### config.mk
export PLATFORM = sky130hd
export DESIGN_NAME = game_flow_controller
export DESIGN_NICKNAME = d
export VERILOG_FILES = /design/src/rtl/game_flow_controller.sv
export SDC_FILE = /design/constraint.sdc
export NUM_CORES = 1
export LEC_CHECK = 0
export ABC_AREA = 0
export CELL_PAD_IN_SITES_DETAIL_PLACEMENT = 0
export CELL_PAD_IN_SITES_GLOBAL_PLACEMENT = 1
export CORE_MARGIN = 2
export CORE_UTILIZATION = 38
export DETAILED_ROUTE_END_ITERATION = 10
export GPL_TIMING_DRIVEN = 0
export PLACE_DENSITY = 0.91
export SKIP_CTS_REPAIR_TIMING = 1
export SLEW_MARGIN = 0
export SYNTH_ARGS = -nofsm -noshare
export SYNTH_HDL_FRONTEND = slang
export SYNTH_SLANG_ARGS = --single-unit
### constraint.sdc
create_clock -name clk -period 2.8 [get_ports clk]
set_input_delay 0.56 -clock clk [delete_from_list [all_inputs] [get_ports clk]]
set_output_delay 0.56 -clock clk [all_outputs]
set_load 0.01 [all_outputs]
### src/rtl/game_flow_controller.sv
// Space Invaders game sequencer: owns the mode bus and restart pulse, and tracks
// lives, aliens remaining and wave number across title/ready/play/respawn/game-over.
module game_flow_controller #(
  parameter int LIVES_INIT      = 3,
  parameter int ALIEN_COUNT     = 12,
  parameter int READY_FRAMES    = 120,
  parameter int RESPAWN_FRAMES  = 60,
  parameter int GAMEOVER_FRAMES = 180
) (
  input  logic        clk,
  input  logic        rst,
  input  logic [10:0] xCoord,
  input  logic [9:0]  yCoord,
  input  logic        button_start,
  input  logic        spaceship_hit,
  input  logic        alien_killed,
  input  logic        alien_landed,
  output logic [1:0]  mode,
  output logic        restart,
  output logic [1:0]  lives,
  output logic [3:0]  aliens_left,
  output logic [3:0]  wave
);

  localparam logic [1:0] LIVES_L    = 2'(LIVES_INIT);
  localparam logic [3:0] ALIENS_L   = 4'(ALIEN_COUNT);
  localparam logic [7:0] READY_L    = 8'(READY_FRAMES);
  localparam logic [7:0] RESPAWN_L  = 8'(RESPAWN_FRAMES);
  localparam logic [7:0] GAMEOVER_L = 8'(GAMEOVER_FRAMES);

  typedef enum logic [2:0] {
    ST_TITLE, ST_READY, ST_PLAY, ST_RESPAWN, ST_GAME_OVER
  } state_t;

  state_t      state_r;
  logic [7:0]  fcnt_r;
  logic        origin_d_r;
  logic        frame_tick_r;
  logic        start_d_r;
  logic        start_edge_r;
  logic        at_origin_s;
  logic [3:0]  aliens_next_s;
  logic [3:0]  wave_next_s;

  assign at_origin_s = (xCoord == 11'd0) && (yCoord == 10'd0);

  // Alien count after this cycle's kill, and the saturating next wave number.
  always_comb begin
    aliens_next_s = aliens_left;
    wave_next_s   = wave;
    if (alien_killed && (aliens_left != 4'd0)) begin
      aliens_next_s = aliens_left - 4'd1;
    end else begin
      aliens_next_s = aliens_left;
    end
    if (wave == 4'd15) begin
      wave_next_s = 4'd15;
    end else begin
      wave_next_s = wave + 4'd1;
    end
  end

  // Registered rising-edge detectors for frame start and the start button.
  always_ff @(posedge clk or posedge rst) begin
    if (rst) begin
      origin_d_r   <= 1'b0;
      frame_tick_r <= 1'b0;
      start_d_r    <= 1'b0;
      start_edge_r <= 1'b0;
    end else begin
      origin_d_r   <= at_origin_s;
      frame_tick_r <= at_origin_s & ~origin_d_r;
      start_d_r    <= button_start;
      start_edge_r <= button_start & ~start_d_r;
    end
  end

  // Game phase sequencer with registered outputs.
  always_ff @(posedge clk or posedge rst) begin
    if (rst) begin
      state_r     <= ST_TITLE;
      mode        <= 2'd0;
      restart     <= 1'b0;
      lives       <= 2'd0;
      aliens_left <= 4'd0;
      wave        <= 4'd0;
      fcnt_r      <= 8'd0;
    end else begin
      restart <= 1'b0;
      case (state_r)
        ST_TITLE: begin
          if (start_edge_r) begin
            state_r     <= ST_READY;
            mode        <= 2'd1;
            lives       <= LIVES_L;
            aliens_left <= ALIENS_L;
            wave        <= 4'd1;
            fcnt_r      <= READY_L;
            restart     <= 1'b1;
          end
        end
        ST_READY: begin
          if (frame_tick_r) begin
            if (fcnt_r == 8'd1) begin
              state_r <= ST_PLAY;
              mode    <= 2'd2;
            end else begin
              fcnt_r <= fcnt_r - 8'd1;
            end
          end
        end
        ST_PLAY: begin
          // Kills always count; a same-cycle transition below may override the count.
          aliens_left <= aliens_next_s;
          if (alien_landed || (spaceship_hit && (lives <= 2'd1))) begin
            state_r <= ST_GAME_OVER;
            mode    <= 2'd3;
            lives   <= 2'd0;
            fcnt_r  <= GAMEOVER_L;
          end else if (spaceship_hit) begin
            state_r <= ST_RESPAWN;
            mode    <= 2'd1;
            lives   <= lives - 2'd1;
            fcnt_r  <= RESPAWN_L;
          end else if (aliens_next_s == 4'd0) begin
            state_r     <= ST_READY;
            mode        <= 2'd1;
            wave        <= wave_next_s;
            aliens_left <= ALIENS_L;
            fcnt_r      <= READY_L;
            restart     <= 1'b1;
          end
        end
        ST_RESPAWN: begin
          if (frame_tick_r) begin
            if (fcnt_r != 8'd1) begin
              fcnt_r <= fcnt_r - 8'd1;
            end else if (aliens_left == 4'd0) begin
              state_r     <= ST_READY;
              mode        <= 2'd1;
              wave        <= wave_next_s;
              aliens_left <= ALIENS_L;
              fcnt_r      <= READY_L;
              restart     <= 1'b1;
            end else begin
              state_r <= ST_PLAY;
              mode    <= 2'd2;
            end
          end
        end
        ST_GAME_OVER: begin
          if (start_edge_r && (fcnt_r == 8'd0)) begin
            state_r <= ST_TITLE;
            mode    <= 2'd0;
            restart <= 1'b1;
          end else if (frame_tick_r && (fcnt_r != 8'd0)) begin
            fcnt_r <= fcnt_r - 8'd1;
          end
        end
        default: begin
          state_r <= ST_TITLE;
          mode    <= 2'd0;
        end
      endcase
    end
  end

endmodule

# Word level (Yosys, flattened, before mapping)

Cells that the tools add are included.

Add/subtract/negate cells: 4
Order comparisons: 1
Eq/ne operators: 23
Mux-type cells: 65
Bitwise gates (word level): 4
Reduce and logical (&&, ||, !) cells: 22

Operators with widths:

| kind                                                                     | count |
|---|---|
| 8-bit 2-to-1 mux                                                         | 11 |
| 4-bit 2-to-1 mux                                                         | 16 |
| 8-bit case mux with 5 select lines                                       | 1 |
| 2-bit 2-to-1 mux                                                         | 14 |
| 3-bit 2-to-1 mux                                                         | 9 |
| 2-bit inequality test (second input constant)                            | 13 |
| 4-bit case mux with 3 select lines                                       | 2 |
| 3-bit case mux with 5 select lines                                       | 1 |
| 11-bit zero test                                                         | 1 |
| 10-bit zero test                                                         | 1 |
| 2-bit case mux with 5 select lines                                       | 1 |
| 9-bit AND reduction                                                      | 1 |
| 8-bit by 1-bit equality test with 1-bit output (second input constant)   | 1 |
| 4-bit zero test                                                          | 2 |
| 8-bit zero test                                                          | 1 |
| 1-bit 2-to-1 mux                                                         | 8 |
| 8-bit by 1-bit inequality test with 1-bit output (second input constant) | 1 |
| 8-bit AND reduction                                                      | 1 |
| 8-bit nonzero test                                                       | 1 |
| 8-bit by 1-bit subtractor with 8-bit output (second input constant)      | 1 |
| 7-bit AND reduction                                                      | 1 |
| 3-bit by 2-bit equality test with 1-bit output (second input constant)   | 2 |
| 3-bit inequality test (second input constant)                            | 2 |
| 1-bit logical AND                                                        | 5 |
| other kinds (20)                                                         | 22 |

Flip-flop bits (word level): 28
Bits of input ports: 27
Output and inout port bits: 13
Logic and storage cells: 130

# Longest topological paths before layout

Gate-level depths: netlist of the first run.

Depth after elaboration: 8
Gate-level depth with buffers: 9
Mapped depth without buffers: 8

# Worst setup path after synthesis of the first run

OpenSTA, ideal clock, no wires.

Path kind: register to register
From: reg aliens_left[0]
To: reg fcnt_r[0]
Library setup time: 0.125 ns
Arrival: 2.146 ns
Data required time: 2.675 ns
Slack: 0.529 ns
Stages on the path, launching flop included: 10
Path buffers: 1
Period minus slack after synthesis: 2.271 ns
Path through: dfrtp_1 -> inv_1 -> ha_1 -> nand2b_1 -> a211oi_1 -> o21ai_1 -> a31oi_4 -> and3_4 -> buf_6 -> mux2_4

Word-level cells in the longest chain between the ends: 6

Ends and longest elaborated chain:

| what                                                                                | RTL line | source |
|---|---|---|
| start, declared                                                                     | 21       | `output logic [3:0] aliens_left,` |
| start signal, assigned                                                              | 114      | `aliens_left <= aliens_next_s;` |
| branches (longest 5 deep; another with 4-bit by 1-bit subtractor with 4-bit output) | n/a      |  |
| 9-bit AND reduction (no source line) *                                              | n/a      |  |
| end signal, assigned                                                                | 108      | `fcnt_r <= fcnt_r - 8'd1;` |
| end signal, assigned                                                                | 137      | `fcnt_r <= fcnt_r - 8'd1;` |
| end signal, assigned                                                                | 157      | `fcnt_r <= fcnt_r - 8'd1;` |
| end, declared                                                                       | 36       | `logic [7:0] fcnt_r;` |

Every way passes the cells marked *.
A chain may end at the register's enable or synchronous reset.

# Final worst setup path of the first run

From: reg aliens_left[0]
To: reg wave[1]

Word-level cells in the longest chain between the ends: 6

Ends and longest elaborated chain:

| what                                                                                | RTL line | source |
|---|---|---|
| branches (longest 5 deep; another with 4-bit by 1-bit subtractor with 4-bit output) | n/a      |  |
| 8-bit AND reduction (no source line) *                                              | n/a      |  |
| end signal, assigned                                                                | 128      | `wave <= wave_next_s;` |
| end signal, assigned                                                                | 141      | `wave <= wave_next_s;` |
| end, declared                                                                       | 22       | `output logic [3:0] wave` |

Marks and branches as above.

==> results of run 1 <==
cells by family after synthesis:
kind of cell	Yosys count	synth area share [%]
flip-flops	28	39.1
multiplexers	7	4.75
AO/OA/AOI/OAI	56	23.4
XOR/XNOR	1	0.489
buffers and inverters	17	4.19
AND/OR/NAND/NOR	77	24.5
adder cells (fa/ha/maj)	5	3.49
placed cells by master, fill, tap and decap left out, types with 2 or more instances in the layout:
| cell | n |
|---|---|
| clkbuf_1 | 2 |
| nand3_1 | 8 |
| dfrtp_1 | 28 |
| a22o_1 | 2 |
| a21boi_0 | 2 |
| nor4_1 | 4 |
| a31oi_1 | 3 |
| nand2b_1 | 5 |
| o21ai_0 | 9 |
| o31ai_1 | 2 |
| buf_2 | 3 |
| or4_1 | 2 |
| a21o_1 | 3 |
| nor3b_2 | 2 |
| clkbuf_8 | 3 |
| mux2_4 | 2 |
| a41oi_1 | 5 |
| clkdlybuf4s50_1 | 38 |
| nor2_1 | 12 |
| o21ai_1 | 2 |
| ha_1 | 5 |
| o2bb2ai_1 | 2 |
| nor3_1 | 4 |
| a21oi_1 | 10 |
| nand2_1 | 18 |
| nand4_1 | 5 |
| mux2_1 | 4 |
| and3_1 | 4 |
| nor2b_1 | 6 |
| inv_1 | 11 |
| o21a_1 | 2 |
layout make-up:
class / instances / area, um^2
plain buffers: 6 / 33.8
well taps: 52 / 65.1
repair buffers: 38 / 380
inverters: 11 / 41.3
clock buffers: 3 / 41.3
flip-flops and latches: 28 / 701
multi-input cells: 146 / 1010
fillers: 436 / 2170
registers in the layout (all words and copies together), names as in the netlist, 2 cells and up:
signal       cells
fcnt_r           8
aliens_left      4
wave             4
state_r          3
lives            2
mode             2
per-layer routing:
metal  vias to the layer above  wire length, um
met5                         -                0
met4                         0               85
met3                         9              210
met2                        61             1830
met1                       800             1940
li1                        796                -
worst paths after layout:
check	to	slack [ps]	depth (start not counted)
worst min register to register	start_edge_r	400	1
worst min-delay path	start_edge_r	400	1
worst max-delay path	wave[1]	250	7
worst max register to register	wave[1]	250	7
min in group asynchronous	frame_tick_r	840	2
max in group asynchronous	lives[1]	1310	2
power breakdown:
| part | leakage, nW | switching, mW | internal [mW] |
|---|---|---|---|
| Clock | 0.0216 | 0.127 | 0.0970 |
| Sequential | 0.336 | 0.174 | 0.560 |
| Combinational | 0.571 | 0.745 | 0.674 |
| Total | 0.928 | 1.05 | 1.33 |
per-stage QoR:
step	setup slack, ps	util [%]	power [mW]	cell area (um^2)	instances
after floorplan	529	-	1.72	1790	191
after global placement	225	50.3	2.13	2240	281
after detailed placement	223	50.3	2.15	2240	281
after CTS	212	51.2	2.38	2280	284
after global routing	30.8	51.2	2.60	2280	284
final	248	51.2	2.38	2280	284
==> flow_summary_export.csv, run 1 <==
group,metric,value,unit
sta,worstMarginPinSlew,1080,ps
setup_path,cp_max_fo,10,
yosys,synth_cell_types,53,
yosys,mappedNetlistNets,223,
floorplanning,fp-row-count,24,
grt,overflow,0,
placement,hpwlAfterDp,2970,um
layout,drive_gt1_share,9.05,%
clock_network,clk_path_buf_depth,2,
layout,nNetsFinal,266,
power_and_ir_drop,powerDensity,1040,nW/um^2
setup_path,path_cells,"inv_1, ha_1, nor3b_2, a41oi_1, nor3_2, a21boi_4, mux2_1",
grt,grt_pass1_vias,1567,
yosys,postSynthCellCount,191,
power_and_ir_drop,irDropWorstVdd,0.000299,V
setup_path,required,2970,ps
yosys,ys_ff_latch,28,
route,wl_per_cell,14.3,um
sta,final.period_utilization,91.1,%
route,drc,0,
yosys,yosysSeqAreaShare,39.1,%
setup_path,cpPeakStageDelay,450,ps
clock_network,cts-root-buf,"clkbuf_8",
floorplanning,die-area,5280,um^2
setup_path,crit_slowest_cell,"dfrtp_1",
clock_network,cts.sinks,28,
layout,area_delta_synth_final,27.2,%
yosys,synth_top_area_share,39.1,%
yosys,synth_most_common_cell,"dfrtp_1",
yosys,synth-async-reset-ratio,100,%
yosys,synth_edf_count,0,
grt,grtUsageMet2,26.3,%
sta,finalCriticalPeriod,2550,ps
layout,n_antenna_cell,0,
grt,met3_usage,2.07,%
clock_network,numCtsBuffers,3,
placement,gp_congestion,0.805,
clock_network,h-tree-depth,1,
route,viasPerCell,5.87,
sta,hold_viol,0,
status,status,"complete, no violations",
yosys,synth_area_leaders,"dfrtp_1 39%, nand2_1 3.8%, ha_1 3.5%",
grt,antenna_found_initial,0,
setup_path,cp.arrival,2720,ps
setup_path,cp_num_buf_inv,1,
sta,max_clock_freq,0.392,GHz
clock_network,cts.clk_slew.worst_paths,90,ps
setup_path,cp_top_family,"simple AND/OR/NAND/NOR gates",
grt,grt_start_max_net_pins,29,
floorplanning,fp.dieH,72.6,um
clock_network,cts_tree,"built",
yosys,netlist_area,1790,um^2
sta,whs,405,ps
sta,fin_setup_tns,0,ps
route,ant_nets,0,
floorplanning,ios,40,
grt,grt_use_met1,24.6,%
min_path,hold_class,"reg -> reg",
setup_path,critPathLaunch,"aliens_left[0]",
floorplanning,initial_utilization,40.3,%
sta,clock_skew,0.941,ps
yosys,syn_area_per_cell,9.37,um^2
yosys,yosysWarnings,0,
floorplanning,core-area,4440,um^2
power_and_ir_drop,leakage,0.928,nW
grt,grt-busiest-layer,"met2",
placement,io_buffers,38,
clock_network,clk_latency,280,ps
yosys,synth_top_area_cell,"dfrtp_1",
route,dr.first_iter.drc_count,190,
setup_path,setup.worst_path.class,"reg -> reg",
sta,rsz0062_at_grt,"false",
yosys,synth_top_flop_cell,"dfrtp_1",
setup_path,end_kind,"flip-flop",
route,dr.pass1.iters,4,
route,wirelength,4070,um
min_path,worstHoldStart,"start_d_r",
setup_path,cp-start-kind,"flip-flop",
yosys,synth_common_cells,"28 x dfrtp_1, 18 x nand2_1, 12 x nor2_1, 11 x inv_1, 10 x a21oi_1",
grt,track_usage,17.1,%
setup_path,reg2reg_from,"aliens_left[0]",
grt,grt_pass1_wl,7160,um
route,via_count,1666,
floorplanning,die_w,72.6,um
sta,final-setup-viol-count,0,
sta,maxSlewViolCount,0,
sta,maxSlewHeadroom,28.1,%
job,cap_violations,0,
Note: power is estimated with default switching activity, not from simulation.
==> run 2: changes to the inputs <==
--- a/config.mk
+++ b/config.mk
@@ -12,7 +12,7 @@
 export CORE_UTILIZATION = 38
 export DETAILED_ROUTE_END_ITERATION = 10
 export GPL_TIMING_DRIVEN = 0
-export PLACE_DENSITY = 0.91
+export PLACE_DENSITY_LB_ADDON = 0.1
 export SKIP_CTS_REPAIR_TIMING = 1
 export SLEW_MARGIN = 0
 export SYNTH_ARGS = -nofsm -noshare
==> flow_summary_export.csv, run 2 (same netlist as run 1, synthesis figures left out) <==
group,metric,value,unit
route,via_count,1624,
job,cap_violations,0,
sta,setup_ws,244,ps
clock_network,cts.sinks,28,
placement,hpwlAfterDp,3220,um
sta,worstMarginPinSlew,1090,ps
clock_network,clk_path_buf_depth,2,
route,dr.pass1.iters,4,
setup_path,cp_max_fo,10,
layout,drive_gt1_share,9.44,%
power_and_ir_drop,leakage,0.934,nW
setup_path,required,2970,ps
sta,finalCriticalPeriod,2560,ps
grt,grt_pass1_wl,7310,um
sta,clock_skew,1.96,ps
setup_path,end_kind,"flip-flop",
clock_network,numCtsBuffers,3,
sta,final.period_utilization,91.3,%
floorplanning,die-area,5280,um^2
floorplanning,core-area,4440,um^2
clock_network,cts-root-buf,"clkbuf_8",
setup_path,cp-start-kind,"flip-flop",
clock_network,cts.clk_slew.worst_paths,100,ps
floorplanning,fp-row-count,24,
min_path,hold_class,"reg -> reg",
clock_network,h-tree-depth,1,
route,dr.first_iter.drc_count,45,
layout,area_delta_synth_final,28.0,%
grt,grt_start_max_net_pins,29,
layout,reg_top3,"fcnt_r: 8 flops, aliens_left: 4 flops, wave: 4 flops",
layout,nNetsFinal,266,
route,drc,0,
route,viasPerCell,5.70,
clock_network,cts_tree,"built",
floorplanning,ios,40,
layout,final_cell_mix,"38 x clkdlybuf4s50_1, 28 x dfrtp_1, 18 x nand2_1",
grt,grt_pass1_vias,1566,
sta,final-setup-viol-count,0,
grt,overflow,0,
placement,gp_congestion,0.831,
clock_network,clk_latency,280,ps
sta,maxSlewViolCount,0,
sta,rsz0062_at_grt,"false",
route,ant_nets,0,
layout,top_register,"fcnt_r",
floorplanning,die_w,72.6,um
power_and_ir_drop,powerDensity,1050,nW/um^2
floorplanning,fp.dieH,72.6,um
setup_path,setup.worst_path.class,"reg -> reg",
grt,track_usage,17.3,%
floorplanning,initial_utilization,40.3,%
sta,hold_viol,0,
placement,io_buffers,38,
sta,max_clock_freq,0.391,GHz
power_and_ir_drop,irDropWorstVdd,0.000448,V
layout,layout_commonest_cell,"clkdlybuf4s50_1",
grt,antenna_found_initial,0,
layout,n_antenna_cell,0,
layout,largest_reg_flops,8,
route,wl_per_cell,14.6,um
placement,pre_cts_slack,194,ps
sta,maxSlewHeadroom,27.3,%
setup_path,cp.arrival,2730,ps
route,wirelength,4170,um
sta,fin_setup_tns,0,ps
status,status,"complete, no violations",
## run 2: cell count changes in the layout (fill, tap and decap cells not counted), sizes merged
cell	previous run	this run
clkbuf	5	6
## run 2: cell type report
cell class	instances	area, um^2
timing repair buffer	38	380
fill	394	2150
tap	52	65.1
buffer	6	33.8
clock buffer	4	55.1
multi-input combinational	146	1010
inverter	11	41.3
sequential	28	701
## run 2: path summary, 6_finish.rpt
path	start	to	slack, ps	cells after the start
max in group asynchronous	rst	lives[1]	1300	2
worst max-delay path	aliens_left[0]	wave[1]	240	7
worst max register to register	aliens_left[0]	wave[1]	240	7
worst min-delay path	origin_d_r	frame_tick_r	400	1
worst min register to register	origin_d_r	frame_tick_r	400	1
min in group asynchronous	rst	wave[0]	850	2
## run 2: critical path, stage by stage (launching register included)
cell and delay (ps):
dfrtp_1 450, inv_1 80, ha_1 270, nor3b_2 390, a41oi_1 190, nor3_2 330
a21boi_4 380, mux2_1 350
## run 2: routing by layer
layer,vias up,wire length (um),global-route usage (%)
li1,802,-,-
met1,751,1950,24.8
met2,67,1860,26.7
met3,4,304,2.62
met4,0,55,6.17
met5,-,0,0
## run 2: report_power, final
part | leakage (nW) | switching, mW | internal, mW | total (mW)
sequential | 0.336 | 0.172 | 0.560 | 0.732
clock | 0.0288 | 0.131 | 0.126 | 0.257
combinational | 0.569 | 0.749 | 0.675 | 1.42
total | 0.934 | 1.05 | 1.36 | 2.41
## run 2: through the flow
step / std cells / hold slack, ps / total power, mW / utilization [%] / instance area [um^2]
detailed placement: 281 / 385 / 2.16 / 50.3 / 2240
floorplan: 191 / 378 / 1.72 / - / 1790
global route: 285 / 422 / 2.63 / 51.5 / 2290
global placement: 281 / 384 / 2.12 / 50.3 / 2240
CTS: 285 / 399 / 2.42 / 51.5 / 2290
finish: 285 / 398 / 2.41 / 51.5 / 2290
==> run 3: changes to the inputs <==
--- a/config.mk
+++ b/config.mk
@@ -14,7 +14,6 @@
 export GPL_TIMING_DRIVEN = 0
 export PLACE_DENSITY_LB_ADDON = 0.1
 export SKIP_CTS_REPAIR_TIMING = 1
-export SLEW_MARGIN = 0
 export SYNTH_ARGS = -nofsm -noshare
 export SYNTH_HDL_FRONTEND = slang
 export SYNTH_SLANG_ARGS = --single-unit
==> results of run 3 <==
Same layout as run 2: the final DEF is identical, and so are final timing and power.
